===== config.mk =====
export PLATFORM = sky130hd
export DESIGN_NAME = decode_stage
export DESIGN_NICKNAME = d
export VERILOG_FILES = /design/src/rtl/decode_stage.sv
export SDC_FILE = /design/constraint.sdc
export NUM_CORES = 1
export LEC_CHECK = 0
export BUFFER_PORTS_ARGS = -buffer_cell sky130_fd_sc_hd__clkbuf_2
export CAP_MARGIN = 20
export CORE_AREA = 2 2 102 104
export CTS_CLUSTER_DIAMETER = 30
export DETAILED_ROUTE_END_ITERATION = 7
export DIE_AREA = 0 0 104 106
export GPL_ROUTABILITY_DRIVEN = 0
export PLACE_DENSITY_LB_ADDON = 0.08
export REMOVE_ABC_BUFFERS = 1
export SLEW_MARGIN = 30
export SYNTH_ARGS = -nofsm -noshare
export SYNTH_HDL_FRONTEND = slang
export SYNTH_SLANG_ARGS = --single-unit

===== constraint.sdc =====
create_clock -name clk -period 2.6 [get_ports clk]
set_clock_uncertainty 0.05 [all_clocks]
set_input_delay 0.13 -clock clk [delete_from_list [all_inputs] [get_ports clk]]
set_output_delay 0.13 -clock clk [all_outputs]
set_load 0.02 [all_outputs]

===== src/rtl/decode_stage.sv =====
`default_nettype none
// ============================================================================
// Module   : decode_stage
// Brief    : Registered RV32-subset decode stage with valid/ready handshakes,
//            load-use interlock and flush. Macro DECODE_SKID_EN adds a
//            1-entry skid register behind the output register.
// Revision : 1.0 - initial release
// ============================================================================
module decode_stage #(
    parameter int XLEN = 32,
    parameter int PC_W = 32,
    parameter int OP_W = 14
) (
    input  logic            clk,
    input  logic            rst,
    input  logic            flush,
    input  logic            in_valid,
    output logic            in_ready,
    input  logic [31:0]     in_ir,
    input  logic [PC_W-1:0] in_pc,
    input  logic            ex_load_valid,
    input  logic [4:0]      ex_load_rd,
    output logic            out_valid,
    input  logic            out_ready,
    output logic [PC_W-1:0] out_pc,
    output logic [OP_W-1:0] op,
    output logic            y_sel,
    output logic            write,
    output logic [4:0]      addr_a,
    output logic [4:0]      addr_b,
    output logic [4:0]      addr_d,
    output logic [XLEN-1:0] immed,
    output logic            read_mmu,
    output logic            write_mmu,
    output logic            byte_sel_mmu,
    output logic            illegal
);

    localparam logic [6:0] c_OPC_R    = 7'b0110011;
    localparam logic [6:0] c_OPC_LOAD = 7'b0000011;
    localparam logic [6:0] c_OPC_ALUI = 7'b0010011;
    localparam logic [6:0] c_OPC_S    = 7'b0100011;
    localparam logic [6:0] c_OPC_B    = 7'b1100011;
    localparam logic [6:0] c_OPC_J    = 7'b1101111;
    localparam int         c_BW       = PC_W + OP_W + 2 + 15 + XLEN + 4;

    logic [6:0] w_opcode;
    logic [2:0] w_funct3;
    logic [6:0] w_funct7;
    logic [4:0] w_rs1;
    logic [4:0] w_rs2;
    logic [4:0] w_rd;
    logic       w_rd_nz;

    assign w_opcode = in_ir[6:0];
    assign w_rd     = in_ir[11:7];
    assign w_funct3 = in_ir[14:12];
    assign w_rs1    = in_ir[19:15];
    assign w_rs2    = in_ir[24:20];
    assign w_funct7 = in_ir[31:25];
    assign w_rd_nz  = (w_rd != 5'd0);

    // Raw immediates held as signed so the XLEN casts below sign-extend.
    logic signed [11:0] w_imm_i;
    logic signed [11:0] w_imm_s;
    logic signed [12:0] w_imm_b;
    logic signed [20:0] w_imm_j;

    assign w_imm_i = in_ir[31:20];
    assign w_imm_s = {in_ir[31:25], in_ir[11:7]};
    assign w_imm_b = {in_ir[31], in_ir[7], in_ir[30:25], in_ir[11:8], 1'b0};
    assign w_imm_j = {in_ir[31], in_ir[19:12], in_ir[20], in_ir[30:21], 1'b0};

    logic [OP_W-1:0] w_op;
    logic            w_y_sel;
    logic            w_write;
    logic            w_read_mmu;
    logic            w_write_mmu;
    logic            w_byte_sel;
    logic            w_illegal;
    logic [XLEN-1:0] w_immed;

    always_comb begin
        w_op        = {4'b0000, w_opcode, w_funct3};
        w_y_sel     = 1'b0;
        w_write     = 1'b0;
        w_read_mmu  = 1'b0;
        w_write_mmu = 1'b0;
        w_byte_sel  = 1'b0;
        w_illegal   = 1'b1;
        w_immed     = '0;
        case (w_opcode)
            c_OPC_R: begin
                w_op = {w_opcode, w_funct7};
                if (w_funct3 == 3'b000 &&
                    (w_funct7 == 7'b0000000 || w_funct7 == 7'b0100000 ||
                     w_funct7 == 7'b0000001)) begin
                    w_illegal = 1'b0;
                    w_y_sel   = 1'b1;
                    w_write   = w_rd_nz;
                end
            end
            c_OPC_LOAD: begin
                if (w_funct3 == 3'b000 || w_funct3 == 3'b010) begin
                    w_illegal  = 1'b0;
                    w_immed    = XLEN'(w_imm_i);
                    w_read_mmu = 1'b1;
                    w_byte_sel = (w_funct3 == 3'b000);
                    w_write    = w_rd_nz;
                end
            end
            c_OPC_ALUI: begin
                if (w_funct3 == 3'b000) begin
                    w_illegal = 1'b0;
                    w_immed   = XLEN'(w_imm_i);
                    w_write   = w_rd_nz;
                end
            end
            c_OPC_S: begin
                if (w_funct3 == 3'b000 || w_funct3 == 3'b010) begin
                    w_illegal   = 1'b0;
                    w_immed     = XLEN'(w_imm_s);
                    w_write_mmu = 1'b1;
                    w_byte_sel  = (w_funct3 == 3'b000);
                end
            end
            c_OPC_B: begin
                if (w_funct3 == 3'b000) begin
                    w_illegal = 1'b0;
                    w_immed   = XLEN'(w_imm_b);
                    w_y_sel   = 1'b1;
                end
            end
            c_OPC_J: begin
                w_illegal = 1'b0;
                w_immed   = XLEN'(w_imm_j);
                w_write   = w_rd_nz;
            end
            default: begin
            end
        endcase
    end

    // Operand usage is keyed on opcode alone so the interlock stays conservative
    // for malformed encodings of a known format.
    logic w_rs1_used;
    logic w_rs2_used;
    logic w_hazard;
    logic w_accept;

    assign w_rs1_used = (w_opcode != c_OPC_J);
    assign w_rs2_used = (w_opcode == c_OPC_R) || (w_opcode == c_OPC_S) ||
                        (w_opcode == c_OPC_B);
    assign w_hazard   = in_valid && ex_load_valid && (ex_load_rd != 5'd0) &&
                        ((w_rs1_used && (w_rs1 == ex_load_rd)) ||
                         (w_rs2_used && (w_rs2 == ex_load_rd)));
    assign w_accept   = in_valid && in_ready;

    logic [c_BW-1:0] w_bundle;
    logic [c_BW-1:0] r_out;
    logic            r_out_valid;

    assign w_bundle = {in_pc, w_op, w_y_sel, w_write, w_rs1, w_rs2, w_rd,
                       w_immed, w_read_mmu, w_write_mmu, w_byte_sel, w_illegal};
    assign {out_pc, op, y_sel, write, addr_a, addr_b, addr_d, immed,
            read_mmu, write_mmu, byte_sel_mmu, illegal} = r_out;
    assign out_valid = r_out_valid;

`ifdef DECODE_SKID_EN
    logic [c_BW-1:0] r_skid;
    logic            r_skid_full;

    assign in_ready = !r_skid_full && !w_hazard && !flush;

    always_ff @(posedge clk or posedge rst) begin
        if (rst) begin
            r_out       <= '0;
            r_out_valid <= 1'b0;
            r_skid      <= '0;
            r_skid_full <= 1'b0;
        end else if (flush) begin
            r_out_valid <= 1'b0;
            r_skid_full <= 1'b0;
        end else if (!r_out_valid || out_ready) begin
            // Skid entry is older than anything on the input, so it goes first.
            if (r_skid_full) begin
                r_out       <= r_skid;
                r_out_valid <= 1'b1;
                r_skid_full <= 1'b0;
            end else if (w_accept) begin
                r_out       <= w_bundle;
                r_out_valid <= 1'b1;
            end else begin
                r_out_valid <= 1'b0;
            end
        end else if (w_accept) begin
            r_skid      <= w_bundle;
            r_skid_full <= 1'b1;
        end
    end
`else
    assign in_ready = (!r_out_valid || out_ready) && !w_hazard && !flush;

    always_ff @(posedge clk or posedge rst) begin
        if (rst) begin
            r_out       <= '0;
            r_out_valid <= 1'b0;
        end else if (flush) begin
            r_out_valid <= 1'b0;
        end else if (w_accept) begin
            r_out       <= w_bundle;
            r_out_valid <= 1'b1;
        end else if (out_ready) begin
            r_out_valid <= 1'b0;
        end
    end
`endif

endmodule
`default_nettype wire


Word-level counts from Yosys, hierarchy flattened
Cells that the tools add are included.

Word-level logic and storage cells: 67. Input port bits: 75. Bits in registers: 100. Output and inout bits: 101.

Equality and inequality tests: 12. Reductions and logical operators: 27. Multiplexer cells: 25. Bitwise logic cells: 1.

Operators with widths (count): case mux 32 bit (5 select lines) (1); 2-to-1 mux 32 bit (4); equality test 7 x 6 -> 1 bit, second input constant (3); 2-to-1 mux 1 bit (16); equality test 7 bit, second input constant (2); 2-to-1 mux 14 bit (1); equality test 5 bit (2); nonzero test 5 bit (2); logical AND 1 bit (9); case mux 1 bit (4 select lines) (2); equality test 7 x 1 -> 1 bit, second input constant (1); equality test 7 x 2 -> 1 bit, second input constant (1); equality test 7 x 5 -> 1 bit, second input constant (1); zero test 7 bit (1); logical OR 1 bit (7); != test 7 bit, second input constant (1); OR reduction 2 bit (2); equality test 3 x 2 -> 1 bit, second input constant (1); zero test 1 bit (3); zero test 3 bit (1); nonzero test 3 bit (1); case mux 1 bit (2 select lines) (1); AND reduction 2 bit (1); NOT 1 bit (1).

Longest topological paths before layout
Depth after elaboration: 12. Depth in mapped cells: 9. Depth with buffers taken out: 6.

Worst setup path before layout
Ideal clock, no wire load.

Path kind: in2reg. Start point: in in_ir[5]. End point: reg r_out[60]. Setup slack: 0.740 ns. Required time: 2.425 ns. Arrival time: 1.686 ns. Stages: 8. Setup time: 0.125 ns. Path through: buf_4 > inv_1 > or2_1 > a2111oi_4 > o21ai_2 > nand3_4 > buf_8 > mux2_2.

Word-level cells in the longest chain between the ends: 11.

RTL lines: from (decl) (line 19) `input logic [31:0] in_ir,`; equality test 7 x 6 -> 1 bit (on tied branches) (line 92, 152); logical OR 1 bit (2 in a row) (line 152) `assign w_rs2_used = (w_opcode == c_OPC_R) || (w_opcode == c_OPC_S) ||`; logical AND 1 bit (line 156) `(w_rs2_used && (w_rs2 == ex_load_rd)));`; logical OR 1 bit (line 155) `((w_rs1_used && (w_rs1 == ex_load_rd)) ||`; logical AND 1 bit (line 154) `assign w_hazard = in_valid && ex_load_valid && (ex_load_rd != 5'd0) &&`; zero test 1 bit (line 202) `assign in_ready = (!r_out_valid || out_ready) && !w_hazard && !flush;`; logical AND 1 bit (2 in a row) (line 202); logical AND 1 bit (line 157) `assign w_accept = in_valid && in_ready;`; AND reduction 2 bit (no line); to (signal assigned) (line 211) `r_out <= w_bundle;`; to (decl) (line 160) `logic [c_BW-1:0] r_out;`.

Several ways; a longest one is shown, not always the timed one. A chain may end at the register's enable or synchronous reset.

Worst setup path after layout
Start point: in in_ir[0]. End point: reg r_out[89].

Word-level cells in the longest chain between the ends: 11.

RTL lines (line): equality test 7 x 6 -> 1 bit (152); logical OR 1 bit (2 in a row) (152); logical AND 1 bit (156); logical OR 1 bit * (155); logical AND 1 bit * (154); zero test 1 bit * (202); logical AND 1 bit * (2 in a row) (202); logical AND 1 bit * (157); AND reduction 2 bit (no line) *.

Every way passes the cells marked *; elsewhere a longest branch is shown, timed or not.

==> flow_summary.yaml <==
floorplanning:
  core_um2: 10000
  die_h_um: 106
  io_pins: 176
  die_x_um: 104
  die-area_um2: 11000
  start_util_pct: 41.6
  num_rows: 37
synth:
  ys_async_sr_fraction_pct: 100
  synth_cell_types: 41
  synth-seq-cells: 89
  synthesis.area_um2: 4160
  yosysSeqAreaShare_pct: 53.6
  ys.flop_type: "dfrtp_1"
  syn-mean-instance-area_um2: 12.8
  yosysWarnings: 0
  syn_inst: 325
  synth-edff-count: 0
place:
  dp.final_hpwl_um: 7140
  portBuffers: 175
  post-place-ws_ns: 0.314
  place_area_um2: 5090
critical_path:
  required_ns: 2.80
  reg2reg_to: "r_out[0]$_DFFE_PP0P_"
  critical_path_class: "primary input to register"
  ff2ff_path_depth: 5
  rrSetupSlack_ns: 0.98
  path_max_fanout: 63
  cp_slowest_cell: "dlygate4sd3_1"
  critPathBufInv: 3
  critPathTopFamily: "buffers and inverters"
  worst_setup_path_start_kind: "primary input"
  max_stage_delay_ns: 0.53
  worstPathCellList: "dlygate4sd3_1 > clkbuf_2 > nand4bb_1 > or2_1 > a2111oi_4 > o21ai_2 > nand3_4 > buf_12 > mux2_2"
  cp_data_arrival_time_ns: 2.59
  crit_path_end_kind: "register"
  reg2reg_from: "out_valid$_DFFE_PP0P_"
global_route:
  gr-total-overflow: 0
  grt.total_usage_pct: 18.8
  grt_pass1_vias: 3346
  grt_start_max_net_pins: 64
  antenna_found_initial: 0
  grt_pass1_wl_um: 16400
layout:
  nFillCells: 878
  final_layout_size_suffix_gt1_share_pct: 48.9
  antenna_cells: 0
  area_growth_pct: 40.1
  regArea_um2: 2230
  final_cell_mix: "clkbuf_2, dfrtp_1, mux2_2"
  design_area_um2: 5820
  multi_input_comb_area_um2: 1610
  fin_nets: 624
  final_common_cell: "clkbuf_2"
power:
  pwr-share-seq_pct: 46.7
  power.density_nw_per_um2: 599
  vdd_drop_max_uv: 316
  switching_share_pct: 29.5
  p_leak_nw: 2.98
  power_frac_clock_pct: 29.3
  p_int_w: 0.00246
  power_switching_w: 0.00103
  comb_power_share_pct: 24.0
flow_run:
  drv_cap: 0
clocking:
  cts_htree_levels: 3
  cts.sinks: 89
  postCtsSetupBuffers: 0
  cts_buffers: 9
  clock_latency_ns: 0.35
  cts_buffer_depth: 2
  cts_tree: "built"
  clk_pin_slew_ns: 0.09
  cts-root-buf: "clkbuf_8"
sta:
  max_clock_freq_mhz: 419
  slew_viol_final: 0
  hold_violations: 0
  setup_violations: 0
  tightest_slew_ns: 0.568
  min_period_ns: 2.39
  fin_crit_sh_pct: 91.8
  max-slew-margin-rel_pct: 62.1
  tns_ns: 0
  setup_slack_ns: 0.213
  rsz0062_at_grt: "no"
hold_path:
  min_path_cells: 3
  min_path_type: "primary input to register"
  hold_end: "r_out[57]$_DFFE_PP0P_"
  worstHoldStart: "in_ir[1]"
drt:
  dr.pass1.iters: 4
  wl_per_cell_um: 14.4
  drt_iter0_drc: 84
  remaining_drc_errors: 0
  antenna_left: 0
  via_count: 3235
  routed_wl_um: 9960
  vias_per_cell: 4.69
run_status:
  outcome: "complete, no violations"
==> per-layer routing <==
metal	wire length, µm	GRT usage [%]	vias up
li1	-	-	1549
met2	4740	30.5	109
met5	0	0	-
met4	217	8.59	0
met3	647	5.03	15
met1	4350	23.6	1562
==> timing repair <==
item	4_1_cts	5_1_grt
setup endpoints to repair	0	0
endpoints found under the hold margin	93	1
gates resized for setup	0	0
hold buffers	51	1
==> flip-flops by register name (all words and copies together), names as in the netlist <==
signal and cells:
r_out 88, out_valid 1
==> per-stage QoR <==
step	hold WS, ns	total power (W)	instances	util [%]
after global placement	0.173	0.00242	622	50.9
after floorplan	0.146	0.00212	301	-
final	0.0185	0.00349	690	58.2
after global routing	0.0146	0.00367	690	58.2
after CTS	0.000415	0.00354	689	58.1
after detailed placement	0.168	0.00244	622	50.9
==> worst register-to-register path: stages, from the launching register on <==
cell and delay, ns:
dfrtp_1 0.38, nor2b_1 0.14, nor2_1 0.19, nand3_4 0.13, buf_12 0.21, mux2_1 0.42
==> power by group through the flow <==
stage	clock network (W)	registers, W	logic, W
6_report	0.00102	0.00163	0.000837
5_1_grt	0.00112	0.00165	0.000898
4_1_cts	0.00106	0.00163	0.000846
3_5_place_dp	0	0.00166	0.000786
3_3_place_gp	0	0.00165	0.000777
2_1_floorplan	0	0.00185	0.000264
==> Yosys cell counts, types with 5 or more instances <==
| master | instances | area [µm²] |
|---|---|---|
| dfrtp_1 | 89 | 2230 |
| mux2_2 | 58 | 653 |
| inv_1 | 25 | 93.8 |
| mux2i_1 | 23 | 230 |
| nand2_1 | 19 | 71.3 |
| a21oi_1 | 15 | 75.1 |
| buf_4 | 12 | 90.1 |
| nor2_1 | 9 | 33.8 |
| xnor2_1 | 9 | 78.8 |
| buf_6 | 7 | 78.8 |
| nor3_1 | 7 | 35.0 |
| mux2_4 | 6 | 90.1 |
| o21ai_0 | 5 | 25.0 |
==> kinds of logic after synthesis <==
| logic type | synth area share (%) |
|---|---|
| AOI/OAI and AO/OA | 5.36 |
| buffers and inverters | 7.71 |
| muxes | 23.7 |
| DFF | 53.6 |
| and+or+nand+nor | 7.53 |
| xor gates and xnor gates | 2.11 |
==> worst max path at each step <==
stage,start,to,slack [ns],cells after the start
finish,in_ir[0],r_out[89]$_DFFE_PP0P_,0.21,9
global route,in_ir[0],r_out[95]$_DFFE_PP0P_,0.14,9
CTS,in_ir[0],r_out[89]$_DFFE_PP0P_,0.24,9
detailed placement,in_ir[2],r_out[89]$_DFFE_PP0P_,0.31,8
global placement,in_ir[2],r_out[7]$_DFFE_PP0P_,0.35,8
floorplan,rst,out_valid$_DFFE_PP0P_,0.11,1
==> cell type report <==
type                    instances  area share [%]
flip-flops and latches         89            38.3
multi-input cells             187            27.6
repair buffers                237            25.9
well taps                     136            2.92
clock buffers                  10            2.19
inverters                      25            1.66
clock inverters                 6            1.42
Power figures use the tool's default switching activity.
